[src/rtl/exp7_unidade_controle.sv]
// Moore control unit for the memory game: sequences playback, play capture and end-of-game status.
// Build option: define TIMEOUT_EN to enable the play timeout in espera_jogada and espera_nova.

module exp7_unidade_controle (
  input  logic       clock,
  input  logic       reset,
  input  logic       iniciar,
  input  logic       jogada_feita,
  input  logic       jogada_correta,
  input  logic       enderecoIgualRodada,
  input  logic       meioCR,
  input  logic       fimCR,
  input  logic       fimTM,
  input  logic       meioTM,
  input  logic       fimTempo,
  input  logic       meioTempo,
  input  logic       nivel_jogadas_reg,
  input  logic       nivel_tempo_reg,
  input  logic       modo2_reg,
  output logic       zeraR,
  output logic       registraR,
  output logic       zeraC,
  output logic       contaC,
  output logic       registraN,
  output logic       zeraCR,
  output logic       contaCR,
  output logic       zeraTM,
  output logic       contaTM,
  output logic       zeraTempo,
  output logic       contaTempo,
  output logic       ativa_leds_mem,
  output logic       ativa_leds_jog,
  output logic       toca,
  output logic       gravaM,
  output logic       pronto,
  output logic       ganhou,
  output logic       perdeu,
  output logic       timeout,
  output logic [3:0] db_estado
);

  typedef enum logic [3:0] {
    INICIAL        = 4'h0,
    PREPARACAO     = 4'h1,
    INICIO_RODADA  = 4'h2,
    MOSTRA         = 4'h3,
    PROXIMO_MOSTRA = 4'h4,
    INICIA_JOGADAS = 4'h5,
    ESPERA_JOGADA  = 4'h6,
    REGISTRA       = 4'h7,
    FEEDBACK       = 4'h8,
    COMPARA        = 4'h9,
    PROXIMA_JOGADA = 4'hA,
    PROXIMA_RODADA = 4'hB,
    ESPERA_NOVA    = 4'hC,
    GRAVA_NOVA     = 4'hD,
    FIM_ACERTO     = 4'hE,
    FIM_ERRO       = 4'hF
  } estado_t;

  typedef struct packed {
    logic zera_r;
    logic registra_r;
    logic zera_c;
    logic conta_c;
    logic registra_n;
    logic zera_cr;
    logic conta_cr;
    logic zera_tm;
    logic conta_tm;
    logic zera_tempo;
    logic conta_tempo;
    logic leds_mem;
    logic leds_jog;
    logic toca;
    logic grava_m;
    logic pronto;
    logic ganhou;
    logic perdeu;
    logic timeout;
  } saidas_t;

  estado_t     estado_q, estado_d;
  logic [1:0]  fase_q, fase_d;          // sub-step inside grava_nova: contaC, gravaM, contaCR
  logic        timeout_flag_q, timeout_flag_d;
  saidas_t     saidas_q, saidas_d;
  logic        tempo_esgotado_s;
  logic        ultima_rodada_s;
  logic        conta_c_mostra_s;

`ifdef TIMEOUT_EN
  assign tempo_esgotado_s = nivel_tempo_reg ? meioTempo : fimTempo;
`else
  logic unused_timeout_s;
  assign unused_timeout_s = ^{nivel_tempo_reg, meioTempo, fimTempo};
  assign tempo_esgotado_s = 1'b0;
`endif

  assign ultima_rodada_s = nivel_jogadas_reg ? fimCR : meioCR;

  // Next-state logic, including grava_nova sub-step and timeout flag.
  always_comb begin
    estado_d       = estado_q;
    fase_d         = 2'd0;
    timeout_flag_d = timeout_flag_q;
    case (estado_q)
      INICIAL: begin
        timeout_flag_d = 1'b0;
        if (iniciar) estado_d = PREPARACAO;
        else         estado_d = INICIAL;
      end
      PREPARACAO: begin
        timeout_flag_d = 1'b0;
        estado_d       = INICIO_RODADA;
      end
      INICIO_RODADA: begin
        if (modo2_reg) estado_d = INICIA_JOGADAS;
        else           estado_d = MOSTRA;
      end
      MOSTRA: begin
        if (fimTM) estado_d = PROXIMO_MOSTRA;
        else       estado_d = MOSTRA;
      end
      PROXIMO_MOSTRA: begin
        if (enderecoIgualRodada) estado_d = INICIA_JOGADAS;
        else                     estado_d = MOSTRA;
      end
      INICIA_JOGADAS: estado_d = ESPERA_JOGADA;
      // A play in the same cycle as the timeout takes priority.
      ESPERA_JOGADA: begin
        if (jogada_feita) begin
          estado_d = REGISTRA;
        end else if (tempo_esgotado_s) begin
          estado_d       = FIM_ERRO;
          timeout_flag_d = 1'b1;
        end else begin
          estado_d = ESPERA_JOGADA;
        end
      end
      REGISTRA: estado_d = FEEDBACK;
      FEEDBACK: begin
        if (meioTM) estado_d = COMPARA;
        else        estado_d = FEEDBACK;
      end
      COMPARA: begin
        if (!jogada_correta) begin
          estado_d       = FIM_ERRO;
          timeout_flag_d = 1'b0;
        end else if (!enderecoIgualRodada) begin
          estado_d = PROXIMA_JOGADA;
        end else if (ultima_rodada_s) begin
          estado_d = FIM_ACERTO;
        end else if (modo2_reg) begin
          estado_d = ESPERA_NOVA;
        end else begin
          estado_d = PROXIMA_RODADA;
        end
      end
      PROXIMA_JOGADA: estado_d = ESPERA_JOGADA;
      PROXIMA_RODADA: estado_d = INICIO_RODADA;
      ESPERA_NOVA: begin
        if (jogada_feita) begin
          estado_d = GRAVA_NOVA;
        end else if (tempo_esgotado_s) begin
          estado_d       = FIM_ERRO;
          timeout_flag_d = 1'b1;
        end else begin
          estado_d = ESPERA_NOVA;
        end
      end
      GRAVA_NOVA: begin
        if (fase_q == 2'd2) begin
          estado_d = INICIO_RODADA;
          fase_d   = 2'd0;
        end else begin
          estado_d = GRAVA_NOVA;
          fase_d   = fase_q + 2'd1;
        end
      end
      FIM_ACERTO, FIM_ERRO: begin
        if (iniciar) estado_d = PREPARACAO;
        else         estado_d = estado_q;
      end
      default: begin
        estado_d       = INICIAL;
        timeout_flag_d = 1'b0;
      end
    endcase
  end

  // Output decode of the upcoming state, so registered outputs line up with db_estado.
  always_comb begin
    saidas_d = '0;
    case (estado_d)
      INICIAL: saidas_d = '0;
      PREPARACAO: begin
        saidas_d.zera_r     = 1'b1;
        saidas_d.zera_c     = 1'b1;
        saidas_d.zera_cr    = 1'b1;
        saidas_d.zera_tm    = 1'b1;
        saidas_d.zera_tempo = 1'b1;
        saidas_d.registra_n = 1'b1;
      end
      INICIO_RODADA: begin
        saidas_d.zera_c     = 1'b1;
        saidas_d.zera_tm    = 1'b1;
        saidas_d.zera_tempo = 1'b1;
      end
      MOSTRA: begin
        saidas_d.leds_mem = 1'b1;
        saidas_d.toca     = 1'b1;
        saidas_d.conta_tm = 1'b1;
      end
      PROXIMO_MOSTRA: saidas_d.zera_tm = 1'b1;
      INICIA_JOGADAS: begin
        saidas_d.zera_c     = 1'b1;
        saidas_d.zera_tempo = 1'b1;
      end
      ESPERA_JOGADA, ESPERA_NOVA: begin
`ifdef TIMEOUT_EN
        saidas_d.conta_tempo = 1'b1;
`else
        saidas_d.conta_tempo = 1'b0;
`endif
      end
      REGISTRA: begin
        saidas_d.registra_r = 1'b1;
        saidas_d.zera_tm    = 1'b1;
      end
      FEEDBACK: begin
        saidas_d.leds_jog = 1'b1;
        saidas_d.toca     = 1'b1;
        saidas_d.conta_tm = 1'b1;
      end
      COMPARA: saidas_d = '0;
      PROXIMA_JOGADA: begin
        saidas_d.conta_c    = 1'b1;
        saidas_d.zera_tempo = 1'b1;
      end
      PROXIMA_RODADA: saidas_d.conta_cr = 1'b1;
      GRAVA_NOVA: begin
        case (fase_d)
          2'd0:    saidas_d.conta_c  = 1'b1;
          2'd1:    saidas_d.grava_m  = 1'b1;
          2'd2:    saidas_d.conta_cr = 1'b1;
          default: saidas_d.conta_c  = 1'b0;
        endcase
      end
      FIM_ACERTO: begin
        saidas_d.ganhou = 1'b1;
        saidas_d.pronto = 1'b1;
      end
      FIM_ERRO: begin
        saidas_d.perdeu  = 1'b1;
        saidas_d.pronto  = 1'b1;
        saidas_d.timeout = timeout_flag_d;
      end
      default: saidas_d = '0;
    endcase
  end

  // State, sub-step, timeout flag and output registers.
  always_ff @(posedge clock or negedge reset) begin
    if (!reset) begin
      estado_q       <= INICIAL;
      fase_q         <= 2'd0;
      timeout_flag_q <= 1'b0;
      saidas_q       <= '0;
    end else begin
      estado_q       <= estado_d;
      fase_q         <= fase_d;
      timeout_flag_q <= timeout_flag_d;
      saidas_q       <= saidas_d;
    end
  end

  // Playback advance depends on the address compare made within proximo_mostra itself.
  assign conta_c_mostra_s = (estado_q == PROXIMO_MOSTRA) && !enderecoIgualRodada;

  assign zeraR          = saidas_q.zera_r;
  assign registraR      = saidas_q.registra_r;
  assign zeraC          = saidas_q.zera_c;
  assign contaC         = saidas_q.conta_c | conta_c_mostra_s;
  assign registraN      = saidas_q.registra_n;
  assign zeraCR         = saidas_q.zera_cr;
  assign contaCR        = saidas_q.conta_cr;
  assign zeraTM         = saidas_q.zera_tm;
  assign contaTM        = saidas_q.conta_tm;
  assign zeraTempo      = saidas_q.zera_tempo;
  assign contaTempo     = saidas_q.conta_tempo;
  assign ativa_leds_mem = saidas_q.leds_mem;
  assign ativa_leds_jog = saidas_q.leds_jog;
  assign toca           = saidas_q.toca;
  assign gravaM         = saidas_q.grava_m;
  assign pronto         = saidas_q.pronto;
  assign ganhou         = saidas_q.ganhou;
  assign perdeu         = saidas_q.perdeu;
  assign timeout        = saidas_q.timeout;
  assign db_estado      = estado_q;

endmodule

[config.mk]
export PLATFORM = sky130hd
export DESIGN_NAME = exp7_unidade_controle
export DESIGN_NICKNAME = d
export VERILOG_FILES = /design/src/rtl/exp7_unidade_controle.sv
export SDC_FILE = /design/constraint.sdc
export NUM_CORES = 1
export LEC_CHECK = 0
export ABC_AREA = 1
export CAP_MARGIN = 20
export CELL_PAD_IN_SITES_DETAIL_PLACEMENT = 1
export CELL_PAD_IN_SITES_GLOBAL_PLACEMENT = 2
export CORE_MARGIN = 1
export CORE_UTILIZATION = 28
export DETAILED_ROUTE_END_ITERATION = 10
export PLACE_DENSITY = 0.87
export SLEW_MARGIN = 10
export SYNTH_ARGS = -nofsm -noshare
export SYNTH_HDL_FRONTEND = slang
export SYNTH_SLANG_ARGS = --single-unit
[constraint.sdc]
create_clock -name clock -period 2.25 [get_ports clock]
set_clock_uncertainty 0.1 [all_clocks]
set_input_delay 0.3375 -clock clock [delete_from_list [all_inputs] [get_ports clock]]
set_output_delay 0.3375 -clock clock [all_outputs]
set_load 0.1 [all_outputs]
==> impl_metrics.env, run 1 <==
export IMPL_status="completed"
export IMPL_cp_slowest_stage_delay_ps=490
export IMPL_critPathKind="reg -> out"
export IMPL_final_nets=209
export IMPL_ys_warnings_count=0
export IMPL_cts_tree="built"
export IMPL_clock_latency_ps=260
export IMPL_fin_crit_ps=1940
export IMPL_start_util_pct=29.0
export IMPL_yosysUniqueCellTypes=22
export IMPL_period_share_pct=86.3
export IMPL_post_cts_setup_buffers=0
export IMPL_io_pins=38
export IMPL_setup_violations=0
export IMPL_grt_usage_pct=15.2
export IMPL_htree_levels=1
export IMPL_regArea_um2=553
export IMPL_grt_overflow=0
export IMPL_worstSetupEndpointType="output port"
export IMPL_ys_seq_area_share_pct=43.6
export IMPL_fillers=532
export IMPL_dieArea_mm2=0.00479
export IMPL_netlist_area_mm2=0.00126
export IMPL_cp_start_kind="flop"
export IMPL_cts_sinks=22
export IMPL_cts_buffers_inserted=3
export IMPL_hold_class="in -> async"
export IMPL_cts_root_buffer="clkbuf_8"
export IMPL_crit_required_ps=1810
export IMPL_drive_gt1_share_pct=31.1
export IMPL_avgSynthCellArea_um2=7.90
export IMPL_synth_top_area_cell="dfrtp_1"
export IMPL_port_buffers=33
export IMPL_maxCapViolCount=0
export IMPL_syn_inst=160
export IMPL_netlist_top_cells_count="nand2_1, nor2_1, dfrtp_1"
export IMPL_finalHoldViolCount=0
export IMPL_grt_max_degree=23
export IMPL_clk_pin_slew_worst_paths_ps=80
export IMPL_multi_input_area_um2=583
export IMPL_syn_to_final_growth_pct=31.6
export IMPL_wl_per_cell_um=13.3
export IMPL_chipHeight_um=69.2
export IMPL_rsz0062_at_grt="no"
export IMPL_drt_iter0_markers=42
export IMPL_cts_hold_buf=0
export IMPL_postRouteAntennaNets=0
export IMPL_n_antenna_cell=0
export IMPL_grt_antenna_before_repair=0
export IMPL_arrival_ps=1500
export IMPL_clock_path_buffers=2
export IMPL_synthArstFlopShare_pct=100
export IMPL_core_mm2=0.00435
export IMPL_synth_nets=175
export IMPL_first_pass_iters=2
export IMPL_crit_fanout=9
export IMPL_yosys_cell_count_top_type="nand2_1"
export IMPL_die_x_um=69.2
export IMPL_slowest_stage="dfrtp_2"
export IMPL_drcViolationCount=0
export IMPL_grt_pass1_wl_um=5930
export IMPL_fmax_mhz=515
export IMPL_num_vias=1144
export IMPL_synth_edf_count=0
export IMPL_gp_routability_congestion=0.867
export IMPL_synth_seq_cells=22
export IMPL_first_global_vias=1202
export IMPL_num_rows=24
export IMPL_path_buf_inv=1
export IMPL_slew_viol_final=0
export IMPL_synth_area_leaders="dfrtp_1, nand2_1, nor2_1"
export IMPL_viasPerCell=4.67
export IMPL_dp_hpwl_um=2670
export IMPL_yosysTopAreaCellShare_pct=43.6
export IMPL_ys_flop_type="dfrtp_1"
export IMPL_crit_family="simple AND/OR/NAND/NOR gates"
export IMPL_setup_tns_ps=0
export IMPL_cp_cell_sequence="nor2_1 > nand3b_1 > nand2_2 > buf_12"
export IMPL_totalWireLength_um=3260
export IMPL_cts_resized=0
## layer usage
metal  wire, µm  GRT usage (%)  vias to the layer above
met2       1700           26.4                       17
met1       1450           19.3                      564
met4         23           3.17                        0
li1           -              -                      559
met5          0              0                        -
met3         87           3.49                        4
## cells in the final DEF, fill, tap and decap left out, drive strengths merged
master	netlist	layout
a21oi	1	1
and3	1	1
buf	5	23
bufinv	0	1
clkbuf	0	3
clkdlybuf4s50	0	11
conb	1	1
dfrtp	22	22
inv	24	24
nand2	39	39
nand3	22	22
nand3b	4	4
nand4	2	2
nor2	33	33
nor3	1	1
o21ai	5	5
## worst register-to-register path, cell delays in order (launching register included)
cell	delay, ps
dfrtp_1	480
inv_2	110
nor2_2	210
nand3b_1	180
nand2_1	120
nor2_1	50
nand3_2	110
nand2_4	100
inv_4	100
nand3_1	90
o21ai_0	100
## stage by stage
stage	instances	hold slack (ps)	worst slack, ps	util (%)	cell area [µm²]
after floorplan	160	-58.1	38.2	-	1270
after global placement	241	342	238	36.6	1590
after detailed placement	241	349	165	36.6	1590
after CTS	245	317	287	38.2	1660
after global routing	245	339	210	38.2	1660
final	245	309	308	38.2	1660
## kinds of logic (layout without fill, tap and decap cells)
logic type / count (synthesis) / after routing / share of synthesized area (%)
other: 1 / 1 / 0.297
DFF: 22 / 22 / 43.6
and+or+nand+nor: 102 / 102 / 43.3
AOI/OAI and AO/OA: 6 / 6 / 2.38
buffers and inverters: 29 / 62 / 10.5
## registers in the layout, indices dropped and copies added (netlist names)
signal / count
ativa_leds_jog: 1
ativa_leds_mem: 1
contaCR: 1
db_estado: 4
fase_q: 2
ganhou: 1
gravaM: 1
perdeu: 1
pronto: 1
registraN: 1
registraR: 1
saidas_q: 1
timeout: 1
timeout_flag_q: 1
toca: 1
zeraC: 1
zeraTM: 1
zeraTempo: 1
## area by class of cell
type | count | area share [%]
Multi-Input combinational cell | 109 | 35.1
Tap cell | 52 | 3.91
Clock inverter | 1 | 1.81
Inverter | 24 | 5.72
Clock buffer | 3 | 2.48
Sequential cell | 22 | 33.3
Timing Repair Buffer | 34 | 17.8
## path summary, 6_finish.rpt
kind	cells after the start	from	slack, ps	to
min reg2reg	1	fase_q[0]	360	fase_q[0]
min in group clock	1	fase_q[0]	360	fase_q[0]
max reg2reg	10	db_estado[0]	430	contaCR
max	4	db_estado[1]	310	contaC
min	2	reset	310	contaCR
max in group asynchronous	2	reset	1510	db_estado[2]
Power of run 1 is not shown: default switching activity piles up to over one toggle a cycle in this logic, so the estimate is an artifact.
==> run 2, diff against run 1 <==
--- a/config.mk
+++ b/config.mk
@@ -13,6 +13,7 @@
 export CORE_UTILIZATION = 28
 export DETAILED_ROUTE_END_ITERATION = 10
 export PLACE_DENSITY = 0.87
+export REMOVE_ABC_BUFFERS = 1
 export SLEW_MARGIN = 10
 export SYNTH_ARGS = -nofsm -noshare
 export SYNTH_HDL_FRONTEND = slang
==> run 2 against run 1 <==
  * Count of clock-buffer cells in the layout is the same
  * Final cell count shrank 0.41%
  * Critical path depth is the same
  * Cell area shrank 2.1%
  * Core utilization shrank 0.80 points
  * Critical endpoint unchanged
==> impl_metrics.env, run 2 (synthesis results as in run 1) <==
export IMPL_die_x_um=69.2
export IMPL_cts_tree="built"
export IMPL_postRouteAntennaNets=0
export IMPL_largest_register_ffs=4
export IMPL_finalHoldViolCount=0
export IMPL_r2r_start="db_estado[1]"
export IMPL_htree_levels=1
export IMPL_num_rows=24
export IMPL_grt_overflow=0
export IMPL_cts_resized=0
export IMPL_n_antenna_cell=0
export IMPL_drive_gt1_share_pct=29.2
export IMPL_syn_to_final_growth_pct=28.8
export IMPL_cp_start_kind="flop"
export IMPL_port_buffers=33
export IMPL_num_vias=1128
export IMPL_crit_fanout=9
export IMPL_grt_pass1_wl_um=5580
export IMPL_cts_buffers_inserted=3
export IMPL_status="completed"
export IMPL_drcViolationCount=0
export IMPL_grt_max_degree=23
export IMPL_slew_viol_final=0
export IMPL_design_area_mm2=0.00163
export IMPL_cts_root_buffer="clkbuf_8"
export IMPL_grt_antenna_before_repair=0
export IMPL_regToRegSetupSlack_ps=380
export IMPL_clock_latency_ps=260
export IMPL_maxCapViolCount=0
export IMPL_core_mm2=0.00435
export IMPL_fmax_mhz=502
export IMPL_first_pass_iters=4
export IMPL_drt_iter0_markers=59
export IMPL_dieArea_mm2=0.00479
export IMPL_first_global_vias=1142
export IMPL_clk_pin_slew_worst_paths_ps=80
export IMPL_reg2regPathDepth=8
export IMPL_gp_routability_congestion=0.881
export IMPL_wl_per_cell_um=13.7
export IMPL_chipHeight_um=69.2
export IMPL_post_cts_setup_buffers=0
export IMPL_path_buf_inv=1
export IMPL_io_pins=38
export IMPL_setup_violations=0
export IMPL_period_share_pct=88.5
export IMPL_grt_usage_pct=14.5
export IMPL_hold_class="in -> async"
export IMPL_fillers=515
export IMPL_fin_crit_ps=1990
export IMPL_multi_input_area_um2=581
export IMPL_clock_path_buffers=2
export IMPL_regArea_um2=551
export IMPL_totalWireLength_um=3330
export IMPL_crit_family="simple AND/OR/NAND/NOR gates"
export IMPL_start_util_pct=29.0
export IMPL_dp_hpwl_um=2760
export IMPL_slowest_stage="dfrtp_1"
export IMPL_layout_commonest_cell="nand2_1"
export IMPL_final_nets=209
export IMPL_mostFrequentLayoutCells="nand2_1, nor2_1, dfrtp_1, buf_4, inv_1"
export IMPL_arrival_ps=1550
export IMPL_rsz0062_at_grt="no"
export IMPL_dpl_instance_area_mm2=0.00159
export IMPL_crit_required_ps=1810
export IMPL_cts_sinks=22
export IMPL_worstSetupEndpointType="output port"
export IMPL_cp_slowest_stage_delay_ps=490
export IMPL_startpoint="db_estado[1]"
export IMPL_critPathKind="reg -> out"
export IMPL_cts_hold_buf=0
export IMPL_viasPerCell=4.62
export IMPL_r2r_end="contaCR"
export IMPL_cp_cell_sequence="nor2_1 > nand3b_1 > nand2_1 > buf_12"
## run 2: final cells by class
| cell class | count | area share, % |
|---|---|---|
| multi-input combinational | 109 | 35.7 |
| timing repair buffer | 34 | 18.1 |
| sequential | 22 | 33.8 |
| inverter | 24 | 5.84 |
| clock buffer | 3 | 2.54 |
| tap | 52 | 4.00 |
## run 2: worst max path at each step
| stage | end | slack [ps] | cells after the start |
|---|---|---|---|
| after global routing | contaC | 170 | 4 |
| final | contaC | 260 | 4 |
| after detailed placement | contaCR | 130 | 11 |
| after CTS | contaC | 260 | 4 |
| after floorplan | contaC | -330 | 4 |
| after global placement | zeraTM | 220 | 11 |
## run 2: per-stage QoR
step                hold WS [ps]  setup WS [ps]  utilization (%)  setup TNS [ps]  std cells
detailed placement           372            133             36.4               0        241
finish                       322            258             37.4               0        244
global placement             344            219             36.4               0        241
floorplan                  -58.1           -333                -           -1120        155
global route                 348            170             37.4               0        244
CTS                          335            261             37.4               0        244
## run 2: per-layer routing
metal	global-route usage, %	wire length [µm]	vias to the layer above
met3	3.49	113	6
li1	-	-	559
met5	0	0	-
met2	25.6	1670	19
met1	17.8	1510	544
met4	3.63	44	0
## run 2: worst register-to-register path: cells and delay by family (launching register included)
kind / cells / cell delay (ps)
DFF: 1 / 530
and+or+nand+nor: 7 / 1030
AOI/OAI and AO/OA: 1 / 120
Power of run 2 is left out for the same reason.
